[src/rtl/mult_div_unit.sv]
// rtl/mult_div_unit.sv - iterative shift-add multiplier / restoring divider with HI/LO result registers
// Signed ops run on magnitudes and fix signs in a final cycle, so latency is WIDTH+2 for every op.
module mult_div_unit #(
  parameter int WIDTH = 32
) (
  input  logic             clock,
  input  logic             reset,
  input  logic             start,
  input  logic [1:0]       op,
  input  logic [WIDTH-1:0] operand_a,
  input  logic [WIDTH-1:0] operand_b,
  input  logic             flush,
  output logic             busy,
  output logic             done,
  output logic             div_by_zero,
  output logic [WIDTH-1:0] hi_out,
  output logic [WIDTH-1:0] lo_out
);

  localparam int CW = (WIDTH > 1) ? $clog2(WIDTH) : 1;

  typedef enum logic [1:0] {IDLE, PREP, RUN, FIX} state_t;

  state_t             state;
  logic [1:0]         op_r;
  logic [WIDTH-1:0]   a_r, b_r;
  logic [WIDTH-1:0]   rem, q, d;
  logic [CW-1:0]      count;
  logic               sign_qp, sign_r, dz;

  logic [WIDTH-1:0]   abs_a, abs_b;
  logic [WIDTH:0]     mul_sum;
  logic [WIDTH:0]     div_shift;
  logic               div_ge;
  logic [WIDTH-1:0]   div_sub;
  logic [2*WIDTH-1:0] prod, prod_fix;
  logic [WIDTH-1:0]   quo_fix, rem_fix;

  always_comb begin
    abs_a     = (op_r[0] && a_r[WIDTH-1]) ? -a_r : a_r;
    abs_b     = (op_r[0] && b_r[WIDTH-1]) ? -b_r : b_r;
    // multiply: {rem,q} is the 2W accumulator, multiplier bits shift out of q
    mul_sum   = {1'b0, rem} + (q[0] ? {1'b0, d} : '0);
    // divide: rem,q[msb] form the W+1 bit partial remainder; the difference always fits W bits
    div_shift = {rem, q[WIDTH-1]};
    div_ge    = div_shift >= {1'b0, d};
    div_sub   = div_shift[WIDTH-1:0] - d;
    prod      = {rem, q};
    prod_fix  = sign_qp ? -prod : prod;
    quo_fix   = sign_qp ? -q : q;
    rem_fix   = sign_r ? -rem : rem;
  end

  assign busy = (state != IDLE);

  always_ff @(posedge clock or negedge reset) begin
    if (!reset) begin
      state       <= IDLE;
      op_r        <= '0;
      a_r         <= '0;
      b_r         <= '0;
      rem         <= '0;
      q           <= '0;
      d           <= '0;
      count       <= '0;
      sign_qp     <= 1'b0;
      sign_r      <= 1'b0;
      dz          <= 1'b0;
      done        <= 1'b0;
      div_by_zero <= 1'b0;
      hi_out      <= '0;
      lo_out      <= '0;
    end else begin
      done        <= 1'b0;
      div_by_zero <= 1'b0;
      if (flush) begin
        state <= IDLE;
      end else begin
        case (state)
          IDLE: begin
            if (start) begin
              op_r  <= op;
              a_r   <= operand_a;
              b_r   <= operand_b;
              state <= PREP;
            end
          end
          PREP: begin
            sign_qp <= op_r[0] & (a_r[WIDTH-1] ^ b_r[WIDTH-1]);
            sign_r  <= op_r[0] & a_r[WIDTH-1];
            dz      <= op_r[1] && (b_r == '0);
            rem     <= '0;
            count   <= '0;
            if (op_r[1]) begin
              q <= abs_a;
              d <= abs_b;
            end else begin
              q <= abs_b;
              d <= abs_a;
            end
            state <= RUN;
          end
          RUN: begin
            if (op_r[1]) begin
              rem <= div_ge ? div_sub : div_shift[WIDTH-1:0];
              q   <= {q[WIDTH-2:0], div_ge};
            end else begin
              rem <= mul_sum[WIDTH:1];
              q   <= {mul_sum[0], q[WIDTH-1:1]};
            end
            count <= count + CW'(1);
            if (count == CW'(WIDTH - 1)) state <= FIX;
          end
          FIX: begin
            if (dz) begin
              hi_out      <= a_r;
              lo_out      <= '1;
              div_by_zero <= 1'b1;
            end else if (op_r[1]) begin
              hi_out <= rem_fix;
              lo_out <= quo_fix;
            end else begin
              {hi_out, lo_out} <= prod_fix;
            end
            done  <= 1'b1;
            state <= IDLE;
          end
          default: state <= IDLE;
        endcase
      end
    end
  end

endmodule

[config.mk]
export PLATFORM = sky130hd
export DESIGN_NAME = mult_div_unit
export DESIGN_NICKNAME = d
export VERILOG_FILES = /design/src/rtl/mult_div_unit.sv
export SDC_FILE = /design/constraint.sdc
export NUM_CORES = 1
export LEC_CHECK = 0
export CORE_ASPECT_RATIO = 2
export CORE_MARGIN = 2
export CORE_UTILIZATION = 45
export DETAILED_ROUTE_END_ITERATION = 8
export GPL_TIMING_DRIVEN = 1
export PLACE_DENSITY_LB_ADDON = 0.3
export RECOVER_POWER = 25
export SLEW_MARGIN = 20
export SYNTH_ARGS = -nofsm -noshare
export SYNTH_HDL_FRONTEND = slang
export SYNTH_SLANG_ARGS = --single-unit
[constraint.sdc]
create_clock -name clock -period 3.5 [get_ports clock]
set_clock_uncertainty 0.1 [all_clocks]
set_input_delay 0.525 -clock clock [delete_from_list [all_inputs] [get_ports clock]]
set_output_delay 0.525 -clock clock [all_outputs]
set_load 0.01 [all_outputs]
==> reports/qor.txt <==
Status - finished, violations left
Violated checks - max-capacitance violations, max-slew violations
Fin worst setup slack - 71.9 ps
Synth top cells by count - 260 x nand2_1, 238 x dfrtp_1, 194 x nor2_1
Initial core utilization - 0.454
FMAX - 0.292 GHz
Critical Path Fanout Max - 4
Synth area leader - dfrtp_1
VDD IR-drop max - 738 µV
RSZ-0062 raised after global routing - true
Final Non-Filler Cells - 2663
Total CTS buffers - 26
Drt drc - 0
Crit path DAT - 3770 ps
Crit path from - q[31]$_DFFE_PN0P_
Worst slew pin tran - 2150 ps
Routed wire per std cell - 22.2 µm
Antenna diodes - 0
Setup CP Type - reg -> reg
Synth Net Count - 2168
Die height - 280 µm
Mean post-synth cell area - 8.45 µm²
Most common cell in the netlist - nand2_1
Placed cells - 2616
Top FF cell, synth - dfrtp_1
Register Area - 5960 µm²
Vias - 16200
HPWL Detailed - 45.0 mm
Launching point of the worst reg2reg path - q[31]$_DFFE_PN0P_
# fillers - 3532
Final Cycle Share - 0.979
Worst skew pair latency - 560 ps
Setup-failing EPs final - 0
Die area - 39600 µm²
Cell area after layout - 20400 µm²
Min-delay src - lo_out[22]$_DFFE_PN0P_
Critical Path Start Type - flip-flop
Largest buffer count on any clock path - 3
Total gr overflow - 0
Core Region - 37700 µm²
Depth of the CTS H-tree - 1
Pins Over Slew Limit - 75
Max Cap Viol - 1
First-pass GRT wire length - 91.4 mm
Largest net degree at the start of global routing - 76
Required time of the worst setup path - 3840 ps
Global placement routability congestion - 0.965
Multi-input logic area - 10500 µm²
Area of the mapped netlist - 17100 µm²
CTS root buf - clkbuf_16
Vias in the first global route - 15900
Setup_tns - 0 ps
Post-Route WL - 59.1 mm
Number of clock sinks - 238
Ports - 137
Tightest Hold Check Type - reg -> reg
Synth unique cells - 74
Antenna Nets Post-Route - 0
Area growth, synth to finish - 19.5%
Number of enable flip-flop cells after synthesis - 0
P per Cell Area - 1020 nW/µm²
CTS tree - built
Ys Warns - 0
Mapped Cells - 2022
Nets - 2330
Die span in x - 142 µm
All-Layer GR Usage - 0.297
#FFs+latches synth - 238
PortBufs - 136
Clk slew on worst S/H paths - 70 ps
Sequential fraction of the synthesis area - 0.349
Initial antenna violation count - 0
Drt first-iter violations - 1307
Post-layout min period - 3430 ps
DR pass1 iterations - 6
Layout cell share with drive strength beyond 1 - 0.122
Critical path endpoint category - flip-flop
Final hold vios - 0
Top cell type's share of synthesized area - 0.349
Post-DP Area - 19500 µm²
Ranking of synthesized cells by area - dfrtp_1 35%, nand2_1 5.7%, o21ai_0 5.7%
LEAKAGE - 8.95 nW
Post-synth ARST share - 1.00
DR vias/cell - 6.09
Post-Place Setup Slack - -135 ps
Row count - 101
Max_slew headroom - -0.435
[state kept, by name (all words and copies together), names as in the netlist, 2 cells and up]
register / flops
a_r: 32
b_r: 32
d: 32
hi_out: 32
lo_out: 32
q: 32
rem: 32
count: 5
op_r: 2
state: 2
[power breakdown]
group / internal [mW] / total (mW) / leakage [nW] / switching (mW)
Combinational: 5.37 / 12.8 / 5.55 / 7.40
Clock: 1.56 / 2.76 / 0.399 / 1.20
Sequential: 3.92 / 5.39 / 3.00 / 1.47
[through the flow]
stage	utilization	hold WS (ps)	total power [mW]
2_1_floorplan	-	129	13.3
3_3_place_gp	0.518	354	17.7
3_5_place_dp	0.518	364	17.9
4_1_cts	0.541	379	20.7
5_1_grt	0.542	393	22.3
6_report	0.542	373	20.9
[layout by cell type, fill, tap and decap left out, drive strengths merged, types with 27 or more instances in the layout]
cell type        n
nand3           27
inv             62
xor2            81
o211ai          37
mux2            67
clkbuf          37
a21oi          164
mux2i           39
dfrtp          238
nor3            30
clkdlybuf4s50  135
o21ai          204
ha              74
nor2           196
xnor2           95
nand2b          27
nand2          261
buf            111
[repair_timing]
item | CTS | global route
gates resized for setup | 2 | 15
endpoints found under the hold margin | 71 | 0
setup buffers | 0 | 2
hold buffers | 1 | 0
endpoints found under the setup margin | 3 | 17
pin swaps | 0 | 6
[critical path: stages (launching register included)]
cell and delay [ps]:
dfrtp_1 380, inv_1 80, ha_1 170, inv_1 60
fa_1 390, a211oi_1 240, o21bai_1 150, o41ai_2 310
o21ai_1 200, a221oi_2 270, buf_4 180, o311ai_0 200
xnor2_1 190, o211ai_1 120, a32o_1 300
[per-layer routing]
layer,global-route usage,vias up,wire [µm]
met4,0.195,0,4590
li1,-,7547,-
met3,0.0301,189,3820
met5,0,-,0
met1,0.384,7761,23400
met2,0.473,728,27300
[cell type report]
class | count | area share
multi-input cells | 1607 | 0.517
flip-flops and latches | 238 | 0.292
repair buffers | 249 | 0.111
clock buffers | 35 | 0.0345
well taps | 463 | 0.0284
inverters | 62 | 0.0114
clock inverters | 9 | 0.00588
[path summary, 6_finish.rpt]
kind / slack, ps / to / cells after the start
max: 70 / rem[26]$_DFFE_PN0P_ / 14
min: 370 / lo_out[22]$_DFFE_PN0P_ / 2
max reg2reg: 70 / rem[26]$_DFFE_PN0P_ / 14
min reg2reg: 370 / lo_out[22]$_DFFE_PN0P_ / 2
max in group asynchronous: 400 / b_r[20]$_DFFE_PN0P_ / 3
min in group asynchronous: 1030 / rem[6]$_DFFE_PN0P_ / 2
[cell families (layout without fill, tap and decap cells)]
| group | after synthesis | after routing | share of synthesized area |
|---|---|---|---|
| xor gates and xnor gates | 176 | 176 | 0.0902 |
| adders and majority gates | 76 | 76 | 0.0565 |
| buffers and inverters | 177 | 355 | 0.0396 |
| and+or+nand+nor | 668 | 668 | 0.180 |
| muxes | 118 | 118 | 0.0828 |
| AOI/OAI and AO/OA | 569 | 569 | 0.203 |
| DFF | 238 | 238 | 0.349 |
Note: power is estimated with default switching activity, not from simulation.
